$ cat config.mk
export PLATFORM = sky130hd
export DESIGN_NAME = clutter_ddr_cmd_exec
export DESIGN_NICKNAME = d
export VERILOG_FILES = /design/src/rtl/clutter_ddr_cmd_exec.sv
export SDC_FILE = /design/constraint.sdc
export NUM_CORES = 1
export LEC_CHECK = 0
export BUFFER_PORTS_ARGS = -buffer_cell sky130_fd_sc_hd__buf_2
export CAP_MARGIN = 20
export CORE_AREA = 4 4 256 258
export CTS_CLUSTER_DIAMETER = 60
export DETAILED_ROUTE_END_ITERATION = 16
export DIE_AREA = 0 0 260 262
export PLACE_DENSITY_LB_ADDON = 0.2
export SYNTH_ARGS = -nofsm -noshare
export SYNTH_HDL_FRONTEND = slang
export SYNTH_SLANG_ARGS = --single-unit
$ cat constraint.sdc
create_clock -name sys_clk -period 2.4 [get_ports sys_clk]
set_clock_uncertainty 0.1 [all_clocks]
set_input_delay 0.24 -clock sys_clk [delete_from_list [all_inputs] [get_ports sys_clk]]
set_output_delay 0.24 -clock sys_clk [all_outputs]
set_load 0.01 [all_outputs]
$ cat src/rtl/clutter_ddr_cmd_exec.sv
// Memory-side executor for the clutter-map DDR FIFOs: pops one command at a time,
// streams write beats to the memory port, and returns read beats to the read FIFO.
module clutter_ddr_cmd_exec #(
    parameter int ADDR_W = 49,
    parameter int LEN_W  = 12,
    parameter int DATA_W = 128
) (
    input  logic              sys_clk,
    input  logic              rst_n,
    input  logic              cmd_empty,
    input  logic [63:0]       cmd_dout,
    output logic              cmd_rd_en,
    input  logic              wr_empty,
    input  logic [DATA_W-1:0] wr_dout,
    output logic              wr_rd_en,
    input  logic              rd_full,
    output logic              rd_wr_en,
    output logic [DATA_W-1:0] rd_din,
    output logic              mem_cmd_valid,
    input  logic              mem_cmd_ready,
    output logic              mem_cmd_rnw,
    output logic [ADDR_W-1:0] mem_cmd_addr,
    output logic [LEN_W-1:0]  mem_cmd_len,
    output logic              mem_wdata_valid,
    input  logic              mem_wdata_ready,
    output logic [DATA_W-1:0] mem_wdata,
    output logic              mem_wdata_last,
    input  logic              mem_rdata_valid,
    output logic              mem_rdata_ready,
    input  logic [DATA_W-1:0] mem_rdata,
    input  logic              mem_rdata_last,
    output logic              busy,
    output logic [15:0]       cmd_done_cnt,
    output logic              err_len,
    output logic              err_last
);

    typedef enum logic [2:0] {
        IDLE  = 3'd0,
        LATCH = 3'd1,
        CMD   = 3'd2,
        WDATA = 3'd3,
        RDATA = 3'd4
    } state_t;

    state_t             state_q, state_d;
    logic               rnw_q;
    logic [ADDR_W-1:0]  addr_q;
    logic [LEN_W-1:0]   len_q;
    logic [LEN_W-1:0]   beat_q, beat_d;
    logic [15:0]        done_q, done_d;
    logic [LEN_W-1:0]   len_m1;
    logic               is_last;
    logic               unused_rsvd;

    // Reserved command bits carry no meaning for the executor.
    assign unused_rsvd = ^cmd_dout[62:61];

    assign len_m1       = len_q - {{(LEN_W-1){1'b0}}, 1'b1};
    assign is_last      = (beat_q == len_m1);
    assign busy         = (state_q != IDLE);
    assign cmd_done_cnt = done_q;

    always_ff @(posedge sys_clk or negedge rst_n) begin
        if (!rst_n) begin
            state_q <= IDLE;
            rnw_q   <= 1'b0;
            addr_q  <= '0;
            len_q   <= '0;
            beat_q  <= '0;
            done_q  <= '0;
        end else begin
            state_q <= state_d;
            beat_q  <= beat_d;
            done_q  <= done_d;
            if (cmd_rd_en) begin
                rnw_q  <= cmd_dout[63];
                addr_q <= cmd_dout[LEN_W +: ADDR_W];
                len_q  <= cmd_dout[LEN_W-1:0];
            end
        end
    end

    always_comb begin
        state_d         = state_q;
        beat_d          = beat_q;
        done_d          = done_q;
        cmd_rd_en       = 1'b0;
        wr_rd_en        = 1'b0;
        rd_wr_en        = 1'b0;
        rd_din          = '0;
        mem_cmd_valid   = 1'b0;
        mem_cmd_rnw     = 1'b0;
        mem_cmd_addr    = '0;
        mem_cmd_len     = '0;
        mem_wdata_valid = 1'b0;
        mem_wdata       = '0;
        mem_wdata_last  = 1'b0;
        mem_rdata_ready = 1'b0;
        err_len         = 1'b0;
        err_last        = 1'b0;

        case (state_q)
            IDLE: begin
                // Gating with rst_n keeps the pop strobe low while reset is held.
                if (!cmd_empty && rst_n) begin
                    cmd_rd_en = 1'b1;
                    state_d   = LATCH;
                end
            end
            LATCH: begin
                if (len_q == '0) begin
                    err_len = 1'b1;
                    state_d = IDLE;
                end else begin
                    state_d = CMD;
                end
            end
            CMD: begin
                mem_cmd_valid = 1'b1;
                mem_cmd_rnw   = rnw_q;
                mem_cmd_addr  = addr_q;
                mem_cmd_len   = len_q;
                if (mem_cmd_ready) begin
                    beat_d  = '0;
                    state_d = rnw_q ? RDATA : WDATA;
                end
            end
            WDATA: begin
                mem_wdata_valid = !wr_empty;
                mem_wdata       = wr_dout;
                mem_wdata_last  = is_last && !wr_empty;
                if (!wr_empty && mem_wdata_ready) begin
                    wr_rd_en = 1'b1;
                    beat_d   = beat_q + 1'b1;
                    if (is_last) begin
                        done_d  = done_q + 16'd1;
                        state_d = IDLE;
                    end
                end
            end
            RDATA: begin
                mem_rdata_ready = !rd_full;
                rd_din          = mem_rdata;
                // Beat count alone ends the burst; the memory's last flag is only audited.
                if (mem_rdata_valid && !rd_full) begin
                    rd_wr_en = 1'b1;
                    err_last = (mem_rdata_last != is_last);
                    beat_d   = beat_q + 1'b1;
                    if (is_last) begin
                        done_d  = done_q + 16'd1;
                        state_d = IDLE;
                    end
                end
            end
            default: begin
                state_d = IDLE;
            end
        endcase
    end

endmodule
==> impl_metrics.json <==
{
  "syn-num-nets": 1200,
  "cts-htree-levels": 3,
  "clkTransAtPathRegs_ns": 0.08,
  "synth_cells": 867,
  "synth_seq_cells": 93,
  "drv_slew": 0,
  "violations": "negative setup slack",
  "fmax_mhz": 320.2,
  "setup_viol": 20,
  "synth_edf_count": 0,
  "rows": 92,
  "routed_via_density": 3.652,
  "numCtsBuffers": 9,
  "hpwl_um": 43920,
  "grt_max_degree": 130,
  "slew_headroom_pct": 52.64,
  "die_h_um": 262,
  "cap_violations": 0,
  "post-route-period-util_pct": 130.1,
  "grt_overflow": 0,
  "clock_latency_ns": 0.38,
  "fillCellCount": 7216,
  "initial_core_util_pct": 10.73,
  "grt_busiest_layer": "met2",
  "drt-total-wl_um": 53990,
  "drt_iter0_drc": 415,
  "ir_drop_mv": 0.6947,
  "start_kind": "flop",
  "nets": 1990,
  "leakagePower_nw": 7.365,
  "yosys_warnings": 0,
  "drc_errors": 0,
  "cp.arrival_ns": 2.78,
  "grt_use_met3_pct": 4.269,
  "root_buffer": "clkbuf_16",
  "cellPowerDensity_mw_per_mm2": 953.2,
  "dr.pass1.iters": 5,
  "synth-seq-area-share_pct": 34.46,
  "grt.total_usage_pct": 14.54,
  "finalHoldViolations": 0,
  "min_period_ns": 3.123,
  "hold_path_class": "primary input to flop",
  "utilization_pct": 21.00,
  "ant_nets": 0,
  "io_pins": 673,
  "synth-async-reset-ratio_pct": 100.0,
  "p_total_w": 0.01260,
  "area.growth.synth_to_final_pct": 95.74,
  "synth-main-ff-cell": "dfrtp_1",
  "grt_pass1_vias": 9328,
  "avgSynthCellArea_um2": 7.790,
  "drive_above_1_share_pct": 50.66,
  "rsz0062_at_grt": "yes",
  "grt_antenna_before_repair": 57,
  "final_common_cell": "buf_2",
  "grt_pass1_wl_um": 70750,
  "worst_pin_slew_ns": 0.7104,
  "cts_buffer_depth": 2,
  "post-route-worst-setup-slack_ns": -0.7231,
  "wl_per_cell_um": 21.43,
  "met2_usage_pct": 27.98,
  "dr_total_vias": 9204,
  "met1_usage_pct": 15.74,
  "path_max_fanout": 5,
  "syn-cell-area_mm2": 0.006754,
  "status": "complete, but fails checks",
  "io_buffers": 670,
  "place_congestion": 0.7990,
  "core_area_mm2": 0.06297,
  "postPlaceCellArea_mm2": 0.01157,
  "ys_types": 55,
  "cts_tree": "done",
  "cp.required_ns": 2.06,
  "dieWidth_um": 260,
  "worst_setup_path_end_kind": "primary output",
  "postLayoutCellArea_mm2": 0.01322,
  "cts_sinks": 93,
  "crit_type": "flop to primary output",
  "final_cell_mix": "buf_2 (665), and2_1 (311), nand2_1 (203), dfrtp_1 (93), buf_4 (80)",
  "dieArea_mm2": 0.06812
}
-- logic make-up after synthesis --
logic type      Yosys count  share of synthesized area [%]
fa+ha+maj                 4                         0.7410
compound gates           53                          5.150
mux                       6                          1.019
simple gates            614                          50.15
xor+xnor                 30                          4.094
flops                    93                          34.46
buf+inv                  67                          4.390
-- Yosys cell counts, types with 3 or more instances --
cell type | n | area (µm²)
nand2_1 | 203 | 762.0
clkbuf_1 | 50 | 187.7
nor4_2 | 8 | 100.1
mux2_2 | 3 | 33.78
nor4_1 | 8 | 50.05
xnor2_1 | 12 | 105.1
a21oi_1 | 13 | 65.06
ha_1 | 4 | 50.05
nand2b_1 | 3 | 18.77
nand4_1 | 4 | 25.02
buf_6 | 4 | 45.04
inv_1 | 9 | 33.78
nor2_1 | 20 | 75.07
o22ai_1 | 3 | 18.77
and2_1 | 313 | 1958
nand3_1 | 8 | 40.04
nor3b_1 | 3 | 22.52
or3_1 | 4 | 25.02
dfrtp_1 | 93 | 2327
and3_1 | 8 | 50.05
xor2_1 | 17 | 148.9
nor3_1 | 13 | 65.06
o21ai_0 | 19 | 95.09
nor2b_1 | 3 | 18.77
-- flip-flops by register name (all words and copies together) (netlist names) --
name,count
addr_q,49
rnw_q,1
len_q,12
beat_q,12
cmd_done_cnt,16
state_q,3
-- worst max-delay path, cell delays in order, from the launching register on --
cell and delay (ns):
dfrtp_1 0.41, inv_2 0.09, ha_4 0.15, nor4b_4 0.25
buf_4 0.19, and4_4 0.21, o31a_1 0.23, o32ai_4 0.13
or4_4 0.45, a21oi_4 0.16, buf_6 0.13
-- power by group --
group,total [W],internal [W],switching [W]
Combinational,0.00855,0.00387,0.00468
Sequential,0.00254,0.00214,0.000401
Clock,0.00152,0.000752,0.000764
-- path summary, 6_finish.rpt --
kind / from / end / slack, ns / depth (start not counted)
max: len_q[1] / err_last / -0.72 / 10
min: mem_cmd_ready / beat_q[8] / 0.04 / 2
max reg2reg: len_q[1] / cmd_done_cnt[11] / -0.27 / 12
min reg2reg: addr_q[22] / addr_q[22] / 0.37 / 2
max in group asynchronous: rst_n / addr_q[29] / 0.57 / 4
min in group asynchronous: rst_n / beat_q[6] / 0.48 / 3
-- per-stage QoR --
| step | setup WS [ns] | TNS, ns | instances | hold slack, ns |
|---|---|---|---|---|
| floorplan | -0.2224 | -0.2710 | 867 | -0.1556 |
| global placement | -0.3647 | -2.656 | 2400 | 0.3319 |
| detailed placement | -0.3824 | -3.243 | 2400 | 0.3323 |
| CTS | -0.7303 | -4.788 | 2493 | 0.01727 |
| global route | -0.8769 | -8.376 | 2510 | 0.02901 |
| finish | -0.7231 | -5.208 | 2520 | 0.03667 |
-- final cells by class --
type                            count  area, µm²  area share [%]
Timing Repair Buffer              837       5057           38.25
Multi-Input combinational cell    707       4420           33.44
Sequential cell                    93       2327           17.60
Tap cell                          846       1059           8.007
Clock buffer                       10      239.0           1.808
Clock inverter                      6      53.80          0.4070
Inverter                            9      33.78          0.2555
Antenna cell                       12      30.03          0.2271
-- routing by layer --
layer	up-vias	part of all wire [%]
met1	4306	36
met3	113	7.2
li1	4348	-
met2	437	54
met5	-	0
met4	0	2.7
-- repair_timing --
action                                 4_1_cts  5_1_grt
buffers inserted                            11       10
pin swaps                                   20       16
gates cloned                                 3        5
endpoints found under the hold margin      107        0
gates resized for setup                     45       18
hold buffers                                63        0
setup endpoints to repair                  102      198
(Power assumes the default switching activity.)
